==> config.mk <==
export PLATFORM = sky130hd
export DESIGN_NAME = seq_detect_multi
export DESIGN_NICKNAME = d
export VERILOG_FILES = /design/src/rtl/seq_detect_multi.sv
export SDC_FILE = /design/constraint.sdc
export NUM_CORES = 1
export LEC_CHECK = 0
export ABC_AREA = 1
export BUFFER_PORTS_ARGS = -buffer_cell sky130_fd_sc_hd__buf_2
export CAP_MARGIN = 10
export CELL_PAD_IN_SITES_DETAIL_PLACEMENT = 0
export CELL_PAD_IN_SITES_GLOBAL_PLACEMENT = 1
export CORE_MARGIN = 4
export CORE_UTILIZATION = 32
export CTS_CLUSTER_SIZE = 20
export DETAILED_ROUTE_END_ITERATION = 8
export HOLD_SLACK_MARGIN = 0.05
export PLACE_DENSITY = 0.69
export RECOVER_POWER = 25
export SKIP_LAST_GASP = 1
export SYNTH_ARGS = -nofsm -noshare
export SYNTH_HDL_FRONTEND = slang
export SYNTH_SLANG_ARGS = --single-unit
==> constraint.sdc <==
create_clock -name clk -period 1.4 [get_ports clk]
set_input_delay 0.14 -clock clk [delete_from_list [all_inputs] [get_ports clk]]
set_output_delay 0.14 -clock clk [all_outputs]
set_load 0.02 [all_outputs]
==> src/rtl/seq_detect_multi.sv <==
// Multi-channel serial pattern detector: per-channel shift register, fill tracking,
// registered match pulse, armed flag and saturating match counter.
module seq_detect_multi #(
  parameter int               CHANNELS = 2,
  parameter int               LEN      = 4,
  parameter logic [LEN-1:0]   PATTERN  = 4'b1101,
  parameter int               OVERLAP  = 1,
  parameter int               COUNT_W  = 8
) (
  input  logic                        clk,
  input  logic                        rst_n,
  input  logic                        en,
  input  logic [CHANNELS-1:0]         a,
  input  logic                        clr,
  output logic [CHANNELS-1:0]         out1,
  output logic [CHANNELS-1:0]         out2,
  output logic [CHANNELS*COUNT_W-1:0] count
);

  localparam int             FW    = $clog2(LEN + 1);
  localparam logic [FW:0]    LEN_X = (FW+1)'(LEN);
  localparam logic [FW-1:0]  LEN_F = FW'(LEN);

  typedef enum logic {
    ST_FILL,
    ST_ARMED
  } state_t;

  for (genvar c = 0; c < CHANNELS; c++) begin : g_ch
    logic [LEN-1:0]     r_sh;
    logic [FW-1:0]      r_fill;
    logic [COUNT_W-1:0] r_cnt;
    logic               r_out1;

    state_t             w_state;
    logic [LEN-1:0]     w_nsh;
    logic [FW:0]        w_fill_inc;
    logic               w_hit;
    logic [LEN-1:0]     w_sh_nxt;
    logic [FW-1:0]      w_fill_nxt;
    logic [COUNT_W-1:0] w_cnt_nxt;

    always_ff @(posedge clk or negedge rst_n) begin
      if (!rst_n) begin
        r_sh   <= '0;
        r_fill <= '0;
        r_cnt  <= '0;
        r_out1 <= 1'b0;
      end else begin
        r_sh   <= w_sh_nxt;
        r_fill <= w_fill_nxt;
        r_cnt  <= w_cnt_nxt;
        r_out1 <= w_hit;
      end
    end

    // The fill counter is the state register; FILL/ARMED is decoded from it.
    always_comb begin
      w_state    = (r_fill == LEN_F) ? ST_ARMED : ST_FILL;
      w_nsh      = {r_sh[LEN-2:0], a[c]};
      w_fill_inc = {1'b0, r_fill} + (FW+1)'(1);
      w_hit      = en && (w_nsh == PATTERN) && (w_fill_inc >= LEN_X);
      w_sh_nxt   = r_sh;
      w_fill_nxt = r_fill;
      w_cnt_nxt  = r_cnt;

      if (en) begin
        w_sh_nxt = w_nsh;
        if (w_hit && (OVERLAP == 0))
          w_fill_nxt = '0;
        else if (w_state == ST_FILL)
          w_fill_nxt = w_fill_inc[FW-1:0];
      end

      if (clr)
        w_cnt_nxt = '0;
      else if (w_hit && (r_cnt != '1))
        w_cnt_nxt = r_cnt + COUNT_W'(1);
    end

    assign out1[c]                       = r_out1;
    assign out2[c]                       = (w_state == ST_ARMED);
    assign count[c*COUNT_W +: COUNT_W]   = r_cnt;
  end

endmodule

==> flow_summary.ini <==
[outcome]
outcome = finished, final reports clean

[yosys]
syn-cell-area_mm2 = 0.00171
synth.area.top_cells = dfrtp_1, nand2_1, nand3_1
syn-num-nets = 230
yosysMostFrequentCell = nand2_1
yosysTopAreaCell = dfrtp_1
synth_top_area_share = 0.439
synth_cell_types = 24
ys_seq_elements = 30
syn_area_per_cell_um2 = 7.85
synth_edf_count = 0
synth-async-reset-ratio = 1.00
netlist_instances = 218
yosys-top-cells-count = nand2_1, dfrtp_1, nand3_1, inv_1, nor2_1
ys.flop_type = dfrtp_1
yosysSeqAreaShare = 0.439
synth_warnings = 0

[worst_setup_path]
r2r_setup_slack_ns = 0.07
worst-path-stages = 6
r2r-start = g_ch[0].r_cnt[0]$_DFFE_PN0P_
arrival_ns = 1.20
worstSetupStartpointType = flop
cp_cell_sequence = buf_6, inv_4, ha_4, nand2_1, inv_2, buf_6
cp_slowest_cell = dfrtp_1
worst-path-buf-inv = 4
ff2ff_path_depth = 9
path_class = reg -> out
cp.required_ns = 1.26
critical-path-top-delay-family = flip-flops
worst_setup_path_end_kind = output pin
path_max_fanout = 2
max_stage_delay_ns = 0.40
timing.critical_path.mode_cell = buf_6
reg2reg_to = g_ch[0].r_cnt[7]$_DFFE_PN0P_

[detailed_routing]
viasPerCell = 4.41
drt-wirelength-per-cell_um = 11.5
vias = 1489
antenna_left = 0
drc_errors = 0
drt_first_pass_iters = 4
drt_iter0_markers = 34
wirelength_um = 3900

[clocking]
cts_max_path_buffers = 2
cts_buffers = 5
cts_max_level = 2
clock_latency_ns = 0.28
cts-root-buf = clkbuf_8
cts.sinks = 30
cts_tree = yes
clk_pin_slew_ns = 0.07

[final_layout]
drive_above_1_share = 0.340
fillers = 552
nets = 279
syn_to_final_growth_pct = 33.1
diodes = 0

[placed_design]
preCtsSetupSlack_ns = 0.00858
portBuffers = 25
place.gp.congestion = 0.742
hpwl_um = 2830

[hold_path]
hold_path_class = in -> reg
timing.hold.worst_path_depth = 3
min_from = a[0]
hold_end = g_ch[0].r_sh[0]$_DFFE_PN0P_

[sta]
slew_headroom = 0.401
tightest_slew_ns = 0.899
skew_ns = 0.00247
fin_crit_ns = 1.34
slew_viol_final = 0
finalHoldViolCount = 0
finalWorstSetupSlack_ns = 0.0563
setup_viol = 0
period_share = 0.960
max_freq_mhz = 744

[power]
power_density_mw_per_mm2 = 1240
vdd_ir_drop_max_mv = 0.782
total_power_w = 0.00282
p_leak_nw = 1.18

[floorplan]
start_util = 0.333
core-area_mm2 = 0.00514
io_pins = 26
row_count = 26
die_h_um = 81.1
fp.dieW_um = 81.1
die_area_mm2 = 0.00658

[global_routing]
grt_usage = 0.128
grt_overflow = 0
grt_pass1_vias = 1416
grt_first_pass_wirelength_um = 6440
grt_start_max_net_pins = 18
antenna_found_initial = 0

[flow_run]
drv_cap = 0
==> cells by family after synthesis <==
group | after synthesis | synth area share
buffers and inverters | 37 | 0.105
XOR/XNOR | 7 | 0.0358
adder cells (fa/ha/maj) | 6 | 0.0439
AO/OA/AOI/OAI | 16 | 0.0497
flip-flops | 30 | 0.439
AND/OR/NAND/NOR | 122 | 0.327
==> sequential cells by signal, indices dropped and copies added (netlist names) <==
| name | cells |
|---|---|
| g_ch.r_cnt | 16 |
| g_ch.r_fill | 6 |
| g_ch.r_sh | 6 |
| g_ch.r_out1 | 2 |
==> per-stage QoR <==
stage | setup TNS [ns] | hold slack [ns] | instances | cell area (um^2) | utilization
3_3_place_gp | 0 | 0.0815 | 323 | 2010 | 0.391
4_1_cts | -0.000491 | 0.0928 | 332 | 2140 | 0.417
3_5_place_dp | 0 | 0.0821 | 323 | 2010 | 0.391
5_1_grt | -0.0287 | 0.107 | 338 | 2280 | 0.443
2_1_floorplan | 0 | -0.156 | 218 | 1720 | -
6_report | 0 | 0.0993 | 338 | 2280 | 0.443
==> report_power, final <==
part	switching, W	internal, W	total (W)
Clock	0.000346	0.000523	0.000870
Sequential	0.0000958	0.000975	0.00107
Combinational	0.000469	0.000408	0.000877
Total	0.000911	0.00191	0.00282
==> routing by layer <==
metal | wire, um | GRT usage
met1 | 1820 | 0.166
met4 | 62 | 0.0507
met5 | 0 | 0
met3 | 153 | 0.0310
met2 | 1860 | 0.204
==> layout make-up <==
type                       count  area, um^2  share of cell area
inverter                      28         108              0.0473
clock buffer                   5        68.8              0.0302
sequential                    30         756               0.332
clock inverter                 3        40.0              0.0176
tap                           70        87.6              0.0385
multi-input combinational    151         851               0.374
timing repair buffer          51         365               0.161
==> what timing repair did <==
| item | in CTS | in global routing |
|---|---|---|
| endpoints found under the setup margin | 4 | 19 |
| resized for setup | 5 | 30 |
| hold buffers | 1 | 0 |
| pin swaps | 0 | 10 |
| setup buffers | 0 | 6 |
| endpoints found under the hold margin | 13 | 0 |
==> worst max-delay path by stage <==
stage,start,endpoint
global route,g_ch[0].r_fill[1]$_DFFE_PN0P_,g_ch[0].r_cnt[7]$_DFFE_PN0P_
CTS,g_ch[1].r_fill[0]$_DFFE_PN0P_,out2[1]
floorplan,g_ch[1].r_cnt[0]$_DFFE_PN0P_,g_ch[1].r_cnt[1]$_DFFE_PN0P_
detailed placement,g_ch[0].r_cnt[0]$_DFFE_PN0P_,g_ch[0].r_cnt[6]$_DFFE_PN0P_
global placement,g_ch[0].r_cnt[0]$_DFFE_PN0P_,g_ch[0].r_cnt[6]$_DFFE_PN0P_
finish,g_ch[1].r_fill[1]$_DFFE_PN0P_,out2[1]
==> cells in the final DEF, fill, tap and decap left out, drive strengths merged <==
cell type,netlist,routed
a31oi,2,2
nor2,24,24
dlygate4sd3,0,1
dfrtp,30,30
xnor2,1,1
nand4,1,1
nor3,1,1
inv,28,28
a21oi,3,3
nand2,64,64
o21ai,10,10
o21bai,1,1
xor2,6,6
buf,9,49
clkinv,0,2
ha,6,6
clkbuf,0,6
nand3,32,32
bufinv,0,1
==> worst register-to-register path, stage by stage, from the launching register on <==
cell	delay, ns
dfrtp_2	0.36
ha_2	0.18
nand2_2	0.08
nor2_4	0.11
nand2_2	0.10
nand3_4	0.09
buf_6	0.14
nand2_4	0.05
nand2_1	0.06
nand2_1	0.05
(Power assumes the default switching activity.)
